<file path="src/rtl/fifo_pkg.sv">
// Shared definitions for the stream FIFO: fill-counter width helper and
// default almost-full / almost-empty thresholds.
package fifo_pkg;

  localparam int DEF_AE_THRESH = 1;
  localparam int DEF_AF_MARGIN = 2;

  // The fill counter must represent 0..DEPTH inclusive, so it needs one extra bit.
  function automatic int fill_width(input int lgflen);
    return lgflen + 1;
  endfunction

  // Default almost-full point sits DEF_AF_MARGIN words below capacity,
  // clamped so tiny FIFOs still get a legal threshold.
  function automatic int def_af_thresh(input int lgflen);
    int depth;
    depth = 1 << lgflen;
    return (depth > DEF_AF_MARGIN) ? depth - DEF_AF_MARGIN : depth;
  endfunction

endpackage

</file>
<file path="src/rtl/fifo_mem.sv">
// DEPTH x W storage with one synchronous write port and one registered read port.
// The read register forwards same-cycle write data when both ports hit one address.
module fifo_mem #(
  parameter int W  = 16,
  parameter int AW = 7
) (
  input  logic          clk,
  input  logic          rst_n,
  input  logic          wr_en,
  input  logic [AW-1:0] wr_addr,
  input  logic [W-1:0]  wr_data,
  input  logic          rd_en,
  input  logic [AW-1:0] rd_addr,
  output logic [W-1:0]  rd_data
);

  logic [W-1:0] mem [2**AW];

  always_ff @(posedge clk) begin
    if (wr_en) begin
      mem[wr_addr] <= wr_data;
    end
  end

  // Only the read register is reset; array contents are don't-care until written.
  always_ff @(posedge clk or negedge rst_n) begin
    if (!rst_n) begin
      rd_data <= '0;
    end else if (rd_en) begin
      rd_data <= (wr_en && (wr_addr == rd_addr)) ? wr_data : mem[rd_addr];
    end
  end

endmodule

</file>
<file path="src/rtl/stream_fifo.sv">
// Valid/ready stream FIFO with registered head-of-queue output, fill count and
// registered almost-full / almost-empty flags.
//
// Handshake: a transfer happens on a side exactly when valid && ready are both
// high at a rising clk edge; valid never waits on ready, and s_ready / m_valid /
// m_data are pure register outputs with no combinational path from any input.
module stream_fifo
  import fifo_pkg::*;
#(
  parameter int W         = 16,
  parameter int LGFLEN    = 7,
  parameter int AF_THRESH = def_af_thresh(LGFLEN),
  parameter int AE_THRESH = DEF_AE_THRESH
) (
  input  logic                          clk,
  input  logic                          rst_n,
  input  logic                          flush,
  input  logic [W-1:0]                  s_data,
  input  logic                          s_valid,
  output logic                          s_ready,
  output logic [W-1:0]                  m_data,
  output logic                          m_valid,
  input  logic                          m_ready,
  output logic [fill_width(LGFLEN)-1:0] fill,
  output logic                          almost_full,
  output logic                          almost_empty
);

  localparam int DEPTH = 2 ** LGFLEN;
  localparam int FW    = fill_width(LGFLEN);

  localparam logic [FW-1:0]     DEPTH_F  = FW'(DEPTH);
  localparam logic [FW-1:0]     AF_F     = FW'(AF_THRESH);
  localparam logic [FW-1:0]     AE_F     = FW'(AE_THRESH);
  localparam logic [FW-1:0]     FILL_ONE = FW'(1);
  localparam logic [LGFLEN-1:0] PTR_ONE  = LGFLEN'(1);

  if (W < 1) begin : g_bad_w
    $error("stream_fifo: W must be >= 1");
  end
  if (LGFLEN < 1) begin : g_bad_lgflen
    $error("stream_fifo: LGFLEN must be >= 1");
  end
  if (AF_THRESH < 1 || AF_THRESH > DEPTH) begin : g_bad_af
    $error("stream_fifo: AF_THRESH must be within 1..DEPTH");
  end
  if (AE_THRESH < 0 || AE_THRESH > DEPTH - 1) begin : g_bad_ae
    $error("stream_fifo: AE_THRESH must be within 0..DEPTH-1");
  end

  logic [LGFLEN-1:0] wr_ptr;
  logic [LGFLEN-1:0] rd_ptr;
  logic [LGFLEN-1:0] rd_ptr_next;
  logic [FW-1:0]     fill_next;
  logic              do_write;
  logic              do_read;
  logic              mem_wr_en;
  logic              mem_rd_en;

  always_comb begin
    do_write    = s_valid && s_ready;
    do_read     = m_valid && m_ready;
    rd_ptr_next = do_read ? rd_ptr + PTR_ONE : rd_ptr;
    fill_next   = fill;
    if (flush) begin
      fill_next = '0;
    end else if (do_write && !do_read) begin
      fill_next = fill + FILL_ONE;
    end else if (!do_write && do_read) begin
      fill_next = fill - FILL_ONE;
    end
  end

  // The read register always fetches the word that will be at the head after
  // this edge; if that word is being written right now, the memory forwards it.
  assign mem_wr_en = do_write && !flush;
  assign mem_rd_en = !flush && (fill_next != '0);

  fifo_mem #(
    .W  (W),
    .AW (LGFLEN)
  ) u_mem (
    .clk     (clk),
    .rst_n   (rst_n),
    .wr_en   (mem_wr_en),
    .wr_addr (wr_ptr),
    .wr_data (s_data),
    .rd_en   (mem_rd_en),
    .rd_addr (rd_ptr_next),
    .rd_data (m_data)
  );

  always_ff @(posedge clk or negedge rst_n) begin
    if (!rst_n) begin
      wr_ptr <= '0;
      rd_ptr <= '0;
    end else if (flush) begin
      wr_ptr <= '0;
      rd_ptr <= '0;
    end else begin
      if (do_write) begin
        wr_ptr <= wr_ptr + PTR_ONE;
      end
      rd_ptr <= rd_ptr_next;
    end
  end

  // Status outputs are registered from fill_next so they always agree with fill.
  always_ff @(posedge clk or negedge rst_n) begin
    if (!rst_n) begin
      fill         <= '0;
      m_valid      <= 1'b0;
      s_ready      <= 1'b1;
      almost_full  <= 1'b0;
      almost_empty <= 1'b1;
    end else begin
      fill         <= fill_next;
      m_valid      <= (fill_next != '0);
      s_ready      <= (fill_next < DEPTH_F);
      almost_full  <= (fill_next >= AF_F);
      almost_empty <= (fill_next <= AE_F);
    end
  end

endmodule

</file>
<file path="config.mk">
export PLATFORM = sky130hd
export DESIGN_NAME = stream_fifo
export DESIGN_NICKNAME = d
export VERILOG_FILES = /design/src/rtl/fifo_pkg.sv /design/src/rtl/fifo_mem.sv /design/src/rtl/stream_fifo.sv
export SDC_FILE = /design/constraint.sdc
export NUM_CORES = 2
export LEC_CHECK = 0
export ABC_AREA = 0
export CAP_MARGIN = 20
export CORE_ASPECT_RATIO = 0.75
export CORE_MARGIN = 4
export CORE_UTILIZATION = 50
export DETAILED_ROUTE_END_ITERATION = 8
export PLACE_DENSITY = 0.73
export RECOVER_POWER = 50
export SYNTH_ARGS = -nofsm -noshare
export SYNTH_HDL_FRONTEND = slang
export SYNTH_HIERARCHICAL = 1
export SYNTH_SLANG_ARGS = --single-unit
</file>
<file path="constraint.sdc">
create_clock -name clk -period 3.95 [get_ports clk]
set_input_delay 0.79 -clock clk [delete_from_list [all_inputs] [get_ports clk]]
set_output_delay 0.79 -clock clk [all_outputs]
set_load 0.03 [all_outputs]
</file>
==> out/results.ini <==
[run_status]
status=finished with violations
violations=capacitance limit, slew limit

[synthesis]
netlist_instances=3969
synth_compound_area_frac=0.0380
ys_types=75
seq_area_frac_synth=0.769
synth-async-reset-ratio=0.0201
synth_fa_ha_area_frac=0.000616
syn_nets=3994
synth_xor_area_frac=0.00269
synth_top_family_by_area=multiplexers
muxShareOfSynthArea=0.144
synth_edf_count=2048
synthesis.area_mm2=0.0813
syn_avg_cell_area_um2=20.5
synth_flop_cell=edfxtp_1
ys_ff_latch=2090
yosysWarnings=6
synthSimpleGateAreaFrac=0.0258

[critical_path]
cp.required_ns=4.69
critPathMaxFanout=12
worst-endpoint-arrival_ns=4.66
critPathBufInv=3
worstSetupPathType=in2reg
crit_path_start_kind=input port
worstSetupEndpointType=register
crit_path_max_incr_delay_ns=0.64
cp_slowest_cell=or3b_2
crit_family=simple AND/OR/NAND/NOR gates
cp_cell_sequence=clkdlybuf4s50_1, and2_4, and4_1, xor2_4, buf_12, or3b_2, buf_4, o22ai_1, a2111oi_4, a311oi_2, nand4_1, o21ai_1

[route]
drtPass1Iterations=6
wl_met3_um=30200
drtIter0Drc=6742
antenna_left=0
via_count=44100
dr.max_layer_used=met5
drc=0
viasPerCell=6.40
wl_met1_um=84200
wl_met2_um=97200
wl_per_cell_um=31.8
routed_wl_um=219000

[die]
die_area_mm2=0.169
die_w_um=474
ioPinCount=49
dieHeight_um=357
core-area_mm2=0.161
initial_utilization=0.506
rows=127

[finish]
fillerInstances=11200
syn_to_final_growth_pct=16.1
drive_gt1_frac=0.279
mostFrequentLayoutCells=edfxtp_1 (2048), buf_4 (524), mux2i_1 (361)
nets=4621
fin_util=0.587
final_common_cell=edfxtp_1

[grt]
gr-total-overflow=0
grt_max_degree=101
grt_pass1_wl_um=315000
grt_pass1_vias=42800
antenna_found_initial=8
grtUsageTotal=0.260

[place]
port_buffers=48
routabilityCongestion=0.922
dpl.hpwl_um=138000

[sta]
min_period_ns=3.92
post-route-period-util=0.992
worst_slew_pin_slew_ns=3.78
fmax_mhz=255
hold_viol_final=0
max-slew-margin-rel=-1.52
fin_skew_ns=0.0314
hold_ws_ns=0.660
slew_violations=1069
setup_violations=0

[power_and_ir_drop]
leakage_nw=30.8
ir_worst_vdd_mv=0.532
power_density_mw_per_mm2=591

[clocking]
h-tree-depth=4
clockBufferDepth=3
clk_latency_ns=0.83
cts_num_sinks=2090
clkTransAtPathRegs_ns=0.07
cts_buffers=183
cts_root_buffer=clkbuf_16
cts_tree=yes

[run]
cap_viol_max_count=19

[hold_path]
hold_class=reg2reg

-- cell type report --
type	count	area, um^2	share of cell area
flip-flops and latches	2090	62600	0.663
multi-input cells	1627	17400	0.184
repair buffers	672	5820	0.0617
clock buffers	217	4750	0.0503
well taps	2128	2660	0.0282
clock inverters	119	1100	0.0116
inverters	22	83.8	0.000889
diodes	7	17.5	0.000186
-- repair_timing --
action                                 4_1_cts  5_1_grt
endpoints found under the hold margin       19        0
buffers inserted                             0        0
hold buffers                                 1        0
gates cloned                                 0        0
setup endpoints to repair                    1        3
pin swaps                                    1        0
resized for setup                            1        4
-- final timing paths --
path | from | end | slack, ns | cells after the start
max | m_ready | u_mem/rd_data[4] | 0.03 | 12
min | u_mem/rd_data[3] | u_mem/rd_data[3] | 0.66 | 2
max reg2reg | rd_ptr[0] | u_mem/rd_data[4] | 0.07 | 11
min reg2reg | u_mem/rd_data[3] | u_mem/rd_data[3] | 0.66 | 2
max in group asynchronous | rst_n | rd_ptr[4] | 1.01 | 3
min in group asynchronous | rst_n | almost_full | 0.87 | 2
-- stage by stage --
| stage | cell area [um^2] | total power, mW | cells | TNS [ns] | worst slack (ns) |
|---|---|---|---|---|---|
| finish | 94300 | 55.8 | 6882 | 0 | 0.0333 |
| detailed placement | 88700 | 38.4 | 6537 | -8.73 | -0.922 |
| global route | 94300 | 57.6 | 6876 | -0.0198 | -0.0198 |
| CTS | 94500 | 55.9 | 6874 | 0 | 0.0683 |
| global placement | 88600 | 38.3 | 6531 | -10.80 | -0.927 |
| floorplan | 81300 | 33.7 | 3969 | 0 | 0.523 |
-- flip-flops by register name, summed over array words and instances, names as in the netlist --
| register | flops |
|---|---|
| u_mem/mem | 2048 |
| u_mem/rd_data | 16 |
| fill | 8 |
| rd_ptr | 7 |
| wr_ptr | 7 |
| almost_empty | 1 |
| almost_full | 1 |
| m_valid | 1 |
| s_ready | 1 |
-- metal layers --
metal | up-vias | GRT usage
met5 | - | 0
met4 | 2 | 0.0828
met3 | 414 | 0.0754
met2 | 3065 | 0.379
met1 | 22800 | 0.382
li1 | 17800 | -
-- synth_stat cells (16+ instances only) --
library cell | n | share of area
buf_4 | 42 | 0.0039
nor3_1 | 16 | 0.00099
buf_2 | 56 | 0.0034
o21ai_1 | 19 | 0.0012
xnor2_1 | 17 | 0.0018
a211oi_1 | 19 | 0.0018
nor2_1 | 165 | 0.0076
mux2_2 | 30 | 0.0042
a22o_1 | 23 | 0.0025
clkbuf_1 | 87 | 0.0040
nand3_1 | 43 | 0.0026
inv_1 | 20 | 0.00092
a22oi_1 | 23 | 0.0021
mux2i_1 | 361 | 0.044
nor4_1 | 39 | 0.0030
nand4_1 | 21 | 0.0016
nand2_1 | 75 | 0.0035
dfrtp_1 | 40 | 0.012
edfxtp_1 | 2048 | 0.76
mux4_2 | 346 | 0.096
a221oi_1 | 23 | 0.0025
buf_6 | 31 | 0.0043
a221o_1 | 17 | 0.0021
a21oi_1 | 35 | 0.0022
o21ai_0 | 53 | 0.0033
o22ai_1 | 131 | 0.010
-- worst register-to-register path, stage by stage (launching register included) --
cell	delay (ns)
dfrtp_1	0.43
ha_1	0.24
and4_1	0.26
xor2_4	0.21
buf_12	0.17
or3b_2	0.64
buf_4	0.28
o22ai_1	0.23
a2111oi_4	0.14
a311oi_2	0.45
nand4_1	0.49
o21ai_1	0.28
-- cells by family (layout without fill, tap and decap cells) --
logic type,after synthesis,in the layout
compound gates,431,431
xor+xnor,25,25
fa+ha+maj,4,4
buf+inv,252,1030
flops,2090,2090
mux,737,737
other cells,0,7
simple gates,430,430
-- power breakdown --
group / internal, mW / switching, mW / total (mW)
registers: 24.5 / 0.270 / 24.8
clock network: 9.58 / 8.10 / 17.7
logic: 6.35 / 6.95 / 13.3
total: 40.4 / 15.3 / 55.8
Power figures use the tool's default switching activity.
